`src/rtl/sdf_ctrl.sv`:
```
// Control for one radix-2 single-path delay-feedback FFT stage: sequences the
// FILL/FIRST/SECOND phases, flags protocol errors and supplies the twiddle.
module sdf_ctrl #(
  parameter int N_HALF = 8,
  parameter int DW     = 14,
  parameter int TW     = 8
) (
  input  logic                 clk,
  input  logic                 rst_n,
  input  logic                 valid_i,
  input  logic                 inv_i,
  input  logic signed [DW-1:0] data_in_r,
  input  logic signed [DW-1:0] data_in_i,
  output logic signed [DW-1:0] data_out_r,
  output logic signed [DW-1:0] data_out_i,
  output logic [1:0]           state,
  output logic                 valid_o,
  output logic signed [TW-1:0] WN_r,
  output logic signed [TW-1:0] WN_i,
  output logic                 err_o
);

  localparam int CW  = $clog2(N_HALF);
  localparam int KSH = 5 - CW;   // step through the 32-entry half-circle table
  localparam int RSH = 18 - TW;  // Q16 table down to TW-2 fractional bits

  typedef enum logic [1:0] {
    IDLE   = 2'b00,
    FIRST  = 2'b01,
    SECOND = 2'b10,
    FILL   = 2'b11
  } st_e;

  st_e                 r_state, w_state_nx;
  logic [CW-1:0]       r_cnt, w_cnt_nx;
  logic                r_nxt, w_nxt_nx;
  logic                r_inv_cur, w_inv_cur_nx;
  logic                r_inv_nxt, w_inv_nxt_nx;
  logic                r_valid_o, r_err, w_err_nx;
  logic signed [DW-1:0] r_dr, r_di;
  logic                w_last;

  // cos(pi*m/32) in Q16 for m = 0..16; other angles come from symmetry
  function automatic logic [16:0] cos_q16(input logic [4:0] m);
    case (m)
      5'd0:    return 17'd65536;
      5'd1:    return 17'd65220;
      5'd2:    return 17'd64277;
      5'd3:    return 17'd62714;
      5'd4:    return 17'd60547;
      5'd5:    return 17'd57798;
      5'd6:    return 17'd54491;
      5'd7:    return 17'd50660;
      5'd8:    return 17'd46341;
      5'd9:    return 17'd41576;
      5'd10:   return 17'd36410;
      5'd11:   return 17'd30893;
      5'd12:   return 17'd25080;
      5'd13:   return 17'd19024;
      5'd14:   return 17'd12785;
      5'd15:   return 17'd6424;
      default: return 17'd0;
    endcase
  endfunction

  // magnitudes are non-negative, so add-half-then-shift rounds ties away from zero
  function automatic logic signed [TW-1:0] to_tw(input logic [16:0] q, input logic neg);
    logic [17:0]          r;
    logic signed [TW-1:0] m;
    r = (18'(q) + (18'd1 << (RSH - 1))) >> RSH;
    m = r[TW-1:0];
    return neg ? -m : m;
  endfunction

  assign w_last = (r_cnt == CW'(N_HALF - 1));

  always_comb begin
    w_state_nx   = r_state;
    w_nxt_nx     = r_nxt;
    w_inv_cur_nx = r_inv_cur;
    w_inv_nxt_nx = r_inv_nxt;
    w_err_nx     = 1'b0;
    case (r_state)
      IDLE: if (valid_i) begin
        w_state_nx   = FILL;
        w_inv_cur_nx = inv_i;
      end
      FILL: begin
        if (!valid_i) begin
          w_state_nx = IDLE;
          w_err_nx   = 1'b1;
          w_nxt_nx   = 1'b0;
        end else if (w_last) w_state_nx = FIRST;
      end
      FIRST: begin
        if (!w_last && !valid_i) begin
          w_state_nx = IDLE;
          w_err_nx   = 1'b1;
          w_nxt_nx   = 1'b0;
        end else if (w_last) begin
          w_state_nx = SECOND;
          if (valid_i) begin
            w_nxt_nx     = 1'b1;
            w_inv_nxt_nx = inv_i;
          end
        end
      end
      SECOND: begin
        if (r_nxt && !valid_i) begin
          w_state_nx = IDLE;
          w_err_nx   = 1'b1;
          w_nxt_nx   = 1'b0;
        end else begin
          if (!r_nxt && valid_i) w_err_nx = 1'b1;
          if (w_last) begin
            if (r_nxt) begin
              w_state_nx   = FIRST;
              w_inv_cur_nx = r_inv_nxt;
              w_nxt_nx     = 1'b0;
            end else w_state_nx = IDLE;
          end
        end
      end
      default: w_state_nx = IDLE;
    endcase
    if (w_state_nx != r_state || r_state == IDLE) w_cnt_nx = '0;
    else                                          w_cnt_nx = r_cnt + 1'b1;
  end

  always_ff @(posedge clk or negedge rst_n) begin
    if (!rst_n) begin
      r_state   <= IDLE;
      r_cnt     <= '0;
      r_nxt     <= 1'b0;
      r_inv_cur <= 1'b0;
      r_inv_nxt <= 1'b0;
      r_valid_o <= 1'b0;
      r_err     <= 1'b0;
      r_dr      <= '0;
      r_di      <= '0;
    end else begin
      r_state   <= w_state_nx;
      r_cnt     <= w_cnt_nx;
      r_nxt     <= w_nxt_nx;
      r_inv_cur <= w_inv_cur_nx;
      r_inv_nxt <= w_inv_nxt_nx;
      r_valid_o <= (w_state_nx == FIRST) || (w_state_nx == SECOND);
      r_err     <= w_err_nx;
      r_dr      <= data_in_r;
      r_di      <= data_in_i;
    end
  end

  // twiddle angle pi*cnt/N_HALF maps to index k = cnt*32/N_HALF of a 32-step half circle
  logic [4:0] w_k, w_kc, w_ks;
  assign w_k  = 5'(r_cnt) << KSH;
  assign w_kc = (w_k <= 5'd16) ? w_k : 5'(6'd32 - 6'(w_k));
  assign w_ks = (w_k >= 5'd16) ? (w_k - 5'd16) : (5'd16 - w_k);

  always_comb begin
    WN_r = '0;
    WN_i = '0;
    if (r_state == SECOND) begin
      WN_r = to_tw(cos_q16(w_kc), w_k > 5'd16);
      WN_i = to_tw(cos_q16(w_ks), !r_inv_cur);
    end
  end

  assign data_out_r = r_dr;
  assign data_out_i = r_di;
  assign state      = r_state;
  assign valid_o    = r_valid_o;
  assign err_o      = r_err;

endmodule

```
`config.mk`:
```
export PLATFORM = sky130hd
export DESIGN_NAME = sdf_ctrl
export DESIGN_NICKNAME = d
export VERILOG_FILES = /design/src/rtl/sdf_ctrl.sv
export SDC_FILE = /design/constraint.sdc
export NUM_CORES = 1
export LEC_CHECK = 0
export BUFFER_PORTS_ARGS = -buffer_cell sky130_fd_sc_hd__buf_2
export CAP_MARGIN = 30
export CORE_UTILIZATION = 45
export CTS_CLUSTER_SIZE = 20
export DETAILED_ROUTE_END_ITERATION = 8
export MAX_ROUTING_LAYER = met4
export PLACE_DENSITY = 0.78
export SYNTH_ARGS = -nofsm -noshare
export SYNTH_HDL_FRONTEND = slang
export SYNTH_SLANG_ARGS = --single-unit
```
`constraint.sdc`:
```
create_clock -name clk -period 5.37 [get_ports clk]
set_input_delay 0.537 -clock clk [delete_from_list [all_inputs] [get_ports clk]]
set_output_delay 0.537 -clock clk [all_outputs]
set_load 0.02 [all_outputs]
```
==> qor.txt, run 1 <==
Fin area = 0.00222 mm^2
WL/cell = 12.3 um
Top_reg_cell synth = dfrtp_1
Core area = 0.00344 mm^2
Worst path required time = 4.83 ns
TritonCTS clock tree = done
Mapped cell area = 0.00166 mm^2
Via density = 5.02
PostCTS Resize Cnt = 0
Cell Pwr Density = 517 mW/mm^2
Global placement routability congestion = 0.812
Outcome = finished clean
Die area = 0.00394 mm^2
Gr usage total = 20.0%
Synthesized net count = 184
Max Fanout on Critical Path = 8
RSZ-0062 raised after global routing = no
Worst-Skew Late Latency = 0.29 ns
# hold bufs at CTS = 0
ANT nets after route = 0
Number of synthesized flops with an enable pin = 0
CTS buffer count = 5
Die height = 62.8 um
Multi-input logic area = 654 um^2
Setup Viol. Count Final = 0
Initial Util = 48.3%
Hold crit path type = input pin to asynchronous set/reset pin
DRC = 0
Setup bufs post-CTS = 0
Layout cells sized above 1 = 41.1%
Setup_tns = 0 ns
Synth Register Bits = 38
CTS Root Buffer Type = clkbuf_8
Worst path arrival time = 2.70 ns
Diode count = 0
Yosys top cell by area = dfrtp_1
Worst IR Drop VDD = 0.234 mV
Final Power = 1.15 mW
R2R Path Start = r_cnt[0]$_DFF_PN0_
Hold Vio Cnt, Final = 0
Clk_skew = 0.00795 ns
Htree depth = 2
Pleak = 1.15 nW
Ys Warns = 0
Clk sinks = 38
Max_slew headroom = 47.7%
Fmax = 309 MHz
Clk slew on worst S/H paths = 0.07 ns
Vias in the first global route = 1347
Synthesized instance count = 142
Hold slack = 0.322 ns
Seq/Total Area, Yosys = 57.2%
Asr flop ratio synth = 100%
DP Area = 0.00208 mm^2
Via count = 1355
1st-pass router iterations = 5
Critical path launch point type = flop
Initial drt markers = 140
Worst Path Class, Setup = flop to output pin
Post-layout nets = 265
Synth top area cells = dfrtp_1 (57%), ha_1 (7.5%), a21oi_1 (2.7%)
Die width = 62.8 um
Cell row count = 21
Period utilisation layout = 60.3%
Most frequent cells after synthesis = dfrtp_1 (38), ha_1 (10), a21oi_1 (9), nand2_1 (9), nor2_1 (7)
Slew @ Worst Pin = 0.784 ns
PortBufs = 79
Worst setup EP type = output pin
Largest net degree at the start of global routing = 39
Ports = 80
Yosys top cell area share = 57.2%
Area growth from synthesis to layout = 33.8%
Minimum clock period = 3.24 ns
Reg area = 951 um^2
Worst Setup SP = r_cnt[0]$_DFF_PN0_
Global route overflow = 0
Clock Path Buffers = 2
FILL cells = 292
Initial antenna violation count = 0
Max-slew violations = 0
Library cells used by synthesis = 41
Maxcap violations = 0
Global-route wire length before repair = 5.82 mm
HPWL Detailed = 2.57 mm
Syn Area/Cell = 11.7 um^2
Detailed Route WL = 3.33 mm
Count leader, synth = dfrtp_1
state kept, by name (all words and copies together) (netlist names):
name and flops:
r_inv_cur 1, data_out_r 14, state 2, data_out_i 14, err_o 1, r_inv_nxt 1, valid_o 1, r_nxt 1
r_cnt 3
critical path, stage by stage, from the launching register on:
cell and delay [ns]:
dfrtp_1 0.49, inv_1 0.15, ha_1 0.31, nand2b_2 0.24, mux2i_1 0.14, ha_1 0.33, nor2b_1 0.17, or3_1 0.30
a21oi_1 0.13, buf_2 0.17
area by class of cell:
| class | count | area share [%] |
|---|---|---|
| flip-flops and latches | 38 | 42.8 |
| multi-input cells | 93 | 29.4 |
| repair buffers | 79 | 17.8 |
| clock buffers | 6 | 3.71 |
| clock inverters | 2 | 2.70 |
| well taps | 46 | 2.59 |
| inverters | 6 | 1.01 |
layer usage:
layer	share of wire [%]	vias up	track usage, %
met1	42	622	22.8
met2	46	83	31.5
met3	11	2	7.85
li1	-	648	-
met5	0	-	-
met4	0.75	0	7.85
final timing paths:
check / cells past startpoint / end / slack [ns]
min in group clk: 1 / data_out_i[9]$_DFF_PN0_ / 0.35
hold / removal: 1 / valid_o$_DFF_PN0_ / 0.32
setup / recovery: 9 / WN_r[2] / 2.13
max in group asynchronous: 1 / data_out_r[11]$_DFF_PN0_ / 4.54
setup reg to reg: 5 / r_inv_cur$_DFFE_PN0P_ / 3.54
hold reg to reg: 1 / r_inv_nxt$_DFFE_PN0P_ / 0.52
cell families after synthesis:
group / after synthesis / synth area share, %
flops: 38 / 57.2
simple gates: 48 / 16.5
compound gates: 27 / 10.5
mux: 6 / 3.84
buf+inv: 11 / 3.39
fa+ha+maj: 10 / 7.53
xor+xnor: 2 / 1.05
stage by stage:
step	instances	utilization, %	setup WS, ns
after detailed placement	262	60.5	2.46
after global placement	262	60.5	2.51
final	270	64.6	2.13
after global routing	270	64.6	1.96
after floorplan	142	-	2.55
after CTS	270	64.6	2.14
power breakdown:
group / leakage, nW / internal [mW] / switching, mW
sequential: 0.455 / 0.322 / 0.0567
combinational: 0.625 / 0.190 / 0.288
clock: 0.0714 / 0.198 / 0.0934
total: 1.15 / 0.711 / 0.438
cell usage in the layout, fill, tap and decap left out, drive strengths merged, types with 6 or more instances in the layout:
| cell | n |
|---|---|
| buf | 79 |
| dfrtp | 38 |
| ha | 10 |
| nand2 | 9 |
| a21oi | 9 |
| nand2b | 8 |
| nor2 | 7 |
| inv | 6 |
| clkbuf | 6 |
| nor2b | 6 |
Power figures use the tool's default switching activity.
==> run 2, diff against run 1 <==
Settings changed: CORE_UTILIZATION 45 to 41, PLACE_DENSITY 0.78 to 0.75.
Clock period 5.37 ns to 2.8 ns, I/O delays scaled along.
==> run 2 against run 1 <==
Compared with the run above:
- clock power grew 29%
- global-route usage shrank 2.6 points
- final area shrank 0.34%
- first-iteration DRC count shrank 76%
- hold slack lost 0.25 ns
- power grew 81%
- utilization shrank 5.8 points
- final cell count grew 1.9%
- sequential share of layout area grew 0.14 points
- combinational power grew 110%
- clock-buffer cell count is the same
- setup slack lost 2.0 ns
==> qor.txt, run 2 (synthesized netlist as in run 1, its figures left out) <==
Worst path arrival time = 2.38 ns
Vias in the first global route = 1282
Largest net degree at the start of global routing = 39
Hold Vio Cnt, Final = 0
Slew @ Worst Pin = 0.782 ns
Clock Path Buffers = 2
Worst Path Class, Setup = flop to output pin
ANT nets after route = 0
CTS buffer count = 5
Setup Viol. Count Final = 0
Area growth from synthesis to layout = 33.4%
Setup_tns = 0 ns
Initial Util = 44.1%
Fin util = 58.8%
Outcome = finished clean
PortBufs = 79
Detailed Route WL = 3.44 mm
Worst-Skew Late Latency = 0.28 ns
Period utilisation layout = 95.2%
DRC = 0
Via count = 1350
Reg2reg end = r_inv_cur$_DFFE_PN0P_
Reg2Reg Depth = 6
Worst setup EP type = output pin
# hold bufs at CTS = 0
Htree depth = 2
Multi-input logic area = 667 um^2
Maxcap violations = 0
R2R Path Start = r_cnt[0]$_DFF_PN0_
Die area = 0.00431 mm^2
Initial antenna violation count = 0
Post-layout nets = 268
Clk sinks = 38
1st-pass router iterations = 4
Reg area = 951 um^2
RSZ-0062 raised after global routing = no
Worst slack at placement = 0.289 ns
Layout cells sized above 1 = 43.2%
HPWL Detailed = 2.61 mm
Clk_skew = 0.00663 ns
Die width = 65.7 um
Worst IR Drop VDD = 0.443 mV
Initial drt markers = 34
Worst path required time = 2.52 ns
Core area = 0.00377 mm^2
Minimum clock period = 2.66 ns
Cell row count = 22
Max Fanout on Critical Path = 5
Fmax = 375 MHz
CTS Root Buffer Type = clkbuf_8
Critical path launch point type = flop
Most common cell after layout, fill and taps aside = buf_2
Max-slew violations = 0
Max_slew headroom = 47.9%
Global placement routability congestion = 0.815
Global-route wire length before repair = 5.42 mm
WL/cell = 12.5 um
Cell Pwr Density = 938 mW/mm^2
FILL cells = 334
Global route overflow = 0
R2R Setup Slk = 0.94 ns
Setup WS post-layout = 0.135 ns
Most frequent cells in the layout = buf_2 (78), dfrtp_1 (38), nand2_1 (9), a21oi_1 (9), ha_1 (9)
Via density = 4.91
Diode count = 0
Hold crit path type = input pin to asynchronous set/reset pin
TritonCTS clock tree = done
Ports = 80
Die height = 65.7 um
Clk slew on worst S/H paths = 0.07 ns
Pleak = 1.14 nW
Gr usage total = 17.4%
## run 2: final cells by class
type / instances / share of cell area (%)
inverters: 6 / 1.02
multi-input cells: 93 / 30.1
repair buffers: 82 / 19.0
well taps: 48 / 2.71
clock inverters: 2 / 0.565
flip-flops and latches: 38 / 42.9
clock buffers: 6 / 3.73
## run 2: worst max path at each step
stage / start / endpoint / slack [ns] / depth (start not counted)
floorplan: r_cnt[0]$_DFF_PN0_ / WN_r[2] / 0.23 / 8
global placement: r_cnt[1]$_DFF_PN0_ / WN_i[2] / 0.34 / 8
detailed placement: r_cnt[1]$_DFF_PN0_ / WN_i[2] / 0.29 / 8
CTS: r_cnt[0]$_DFF_PN0_ / WN_i[2] / 0.06 / 8
global route: r_cnt[0]$_DFF_PN0_ / WN_i[2] / 0.003 / 8
finish: r_cnt[0]$_DFF_PN0_ / WN_r[2] / 0.14 / 9
## run 2: routing by layer
metal  part of all wire, %  vias to the layer above  track usage [%]
li1                      -                      653                -
met1                    42                      639             18.9
met2                    51                       56             29.7
met3                   6.6                        2             5.21
met4                  0.67                        0             6.52
met5                     0                        -                -
## run 2: where the power goes
group          leakage [nW]  switching, mW  internal [mW]
Combinational         0.640          0.587          0.401
Sequential            0.455         0.0961          0.618
Clock                0.0472          0.178          0.198
## run 2: worst max-delay path: stages (launching register included)
cell and delay (ns):
dfrtp_1 0.39, inv_2 0.11, ha_4 0.14, nand2b_2 0.15, mux2i_1 0.23, ha_1 0.30
nor2b_1 0.17, or3_1 0.30, a21oi_1 0.14, buf_2 0.18
## run 2: repair_timing
action / 4_1_cts / 5_1_grt
buffers inserted: 1 / 0
cloned: 0 / 0
gates resized for setup: 0 / 4
endpoints found under the setup margin: 1 / 2
endpoints found under the hold margin: 0 / 0
pin swaps: 0 / 1
## run 2: metrics by stage
stage / total power [mW] / hold slack, ns / cell area (um^2) / cells
after detailed placement: 1.69 / 0.389 / 2100 / 266
final: 2.08 / 0.0774 / 2220 / 275
after global routing: 2.23 / 0.0812 / 2220 / 275
after global placement: 1.66 / 0.387 / 2100 / 266
after CTS: 2.07 / 0.0884 / 2200 / 275
after floorplan: 1.41 / -0.0156 / 1660 / 142
==> run 3, diff against run 2 <==
Settings changed: RECOVER_POWER set to 50.
==> run 3 against run 2 <==
Compared with the run above:
- the flow now finishes with violations (max-capacitance violations, max-slew violations)
- hold slack improved by 0.024 ns
- power is essentially flat
- global-route usage did not move
- fmax is the same
- clock skew unchanged
- die area did not move
- non-clock buffer count unchanged
- sequential power barely moved
- first-iteration DRC count is the same
- largest power group unchanged
==> qor.txt, run 3 (synthesized netlist as in run 1, its figures left out) <==
Via density = 4.91
Worst path arrival time = 2.38 ns
Fin util = 58.7%
Gr usage total = 17.4%
Reg2reg end = r_inv_cur$_DFFE_PN0P_
Die width = 65.7 um
Worst Hold Launch = data_in_i[9]
Critical path's slowest cell = dfrtp_1
Pleak = 1.14 nW
Setup Viol. Count Final = 0
TritonCTS clock tree = done
PortBufs = 79
R2R Setup Slk = 0.94 ns
CTS buffer count = 5
Die area = 0.00431 mm^2
Clock Path Buffers = 2
Buffers and inverters on the worst path = 2
Cell row count = 22
Most common cell after layout, fill and taps aside = buf_2
Hold Crit Depth = 1
Hold Vio Cnt, Final = 0
CTS Root Buffer Type = clkbuf_8
Worst Path Class, Setup = flop to output pin
DRC = 0
Outcome = complete, but fails checks
Failing checks = max-capacitance violations, max-slew violations
Clk sinks = 38
Die height = 65.7 um
HPWL Detailed = 2.61 mm
Max-slew violations = 39
Detailed Route WL = 3.44 mm
Core area = 0.00377 mm^2
RSZ-0062 raised after global routing = no
Slew @ Worst Pin = 1.88 ns
Worst-Skew Late Latency = 0.28 ns
Worst IR Drop VDD = 0.443 mV
Htree depth = 2
Global-route wire length before repair = 5.42 mm
Global placement routability congestion = 0.815
R2R Path Start = r_cnt[0]$_DFF_PN0_
1st-pass router iterations = 4
Most frequent cells in the layout = buf_2 (77), dfrtp_1 (38), nand2_1 (9), a21oi_1 (9), ha_1 (9)
Maxcap violations = 1
Initial drt markers = 34
Hold crit path type = input pin to flop
Global route overflow = 0
# hold bufs at CTS = 0
Vias in the first global route = 1282
Max Fanout on Critical Path = 5
Worst setup EP type = output pin
Layout cells sized above 1 = 42.7%
Via count = 1350
Ports = 80
Slowest stage delay, CP = 0.39 ns
Largest net degree at the start of global routing = 39
Initial Util = 44.1%
Worst path required time = 2.52 ns
Area growth from synthesis to layout = 33.3%
Final Power = 2.08 mW
Critical path launch point type = flop
Minimum clock period = 2.66 ns
ANT nets after route = 0
Setup_tns = 0 ns
Clk_skew = 0.00663 ns
Clk slew on worst S/H paths = 0.07 ns
Max_slew headroom = -25.3%
WL/cell = 12.5 um
Diode count = 0
Hold slack = 0.101 ns
Period utilisation layout = 95.2%
Cell Pwr Density = 938 mW/mm^2
Post-layout nets = 268
CP cell instances = inv_2 -> ha_4 -> nand2b_2 -> mux2i_1 -> ha_1 -> nor2b_1 -> or3_1 -> a21oi_1 -> buf_2
Crit-path leading delay family = simple AND/OR/NAND/NOR gates
Worst hold endpoint = data_out_i[9]$_DFF_PN0_
Reg2Reg Depth = 6
Fmax = 375 MHz
Initial antenna violation count = 0
-- run 3: cell count changes in the layout (fill, tap and decap cells not counted), sizes merged --
| cell | before | now |
|---|---|---|
| buf | 82 | 81 |
| clkbuf | 6 | 7 |
-- run 3: power by group --
group          switching, mW  total [mW]  internal, mW  leakage, nW
sequential            0.0961       0.715         0.619        0.455
combinational          0.588       0.988         0.401        0.637
clock                  0.178       0.375         0.198       0.0472
total                  0.861        2.08          1.22         1.14
-- run 3: worst reg2reg max path, stage by stage, from the launching register on --
cell and delay, ns:
dfrtp_1 0.39, buf_4 0.17, ha_1 0.22, ha_1 0.30, and4b_1 0.22, o21bai_1 0.13, mux2_1 0.33
-- run 3: per-layer routing --
metal / track usage (%) / wire (um) / part of all wire (%)
met1: 18.9 / 1440 / 42
met3: 5.21 / 226 / 6.6
met4: 6.52 / 23 / 0.67
met5: - / 0 / 0
met2: 29.7 / 1750 / 51
-- run 3: per-stage QoR --
step,instances,setup slack (ns),instance area (um^2)
6_report,275,0.135,2210
3_3_place_gp,266,0.341,2100
5_1_grt,275,0.00256,2210
4_1_cts,275,0.0551,2200
2_1_floorplan,142,0.234,1660
3_5_place_dp,266,0.289,2100
-- run 3: area by class of cell --
type	count	area, um^2
inverters	6	22.5
fillers	335	1560
multi-input cells	93	667
flip-flops and latches	38	951
repair buffers	82	419
clock buffers	6	82.6
well taps	48	60.1
clock inverters	2	12.5
-- run 3: what timing repair did --
item	in CTS	in global routing
buffers inserted	1	0
gates cloned	0	0
pin swaps	0	1
resized for setup	0	4
setup endpoints to repair	1	2
endpoints found under the hold margin	0	0
-- run 3: worst max path at each step --
stage,from,end,slack [ns],cells past startpoint
global placement,r_cnt[1]$_DFF_PN0_,WN_i[2],0.34,8
detailed placement,r_cnt[1]$_DFF_PN0_,WN_i[2],0.29,8
floorplan,r_cnt[0]$_DFF_PN0_,WN_r[2],0.23,8
finish,r_cnt[0]$_DFF_PN0_,WN_r[2],0.14,9
CTS,r_cnt[0]$_DFF_PN0_,WN_i[2],0.06,8
global route,r_cnt[0]$_DFF_PN0_,WN_i[2],0.003,8
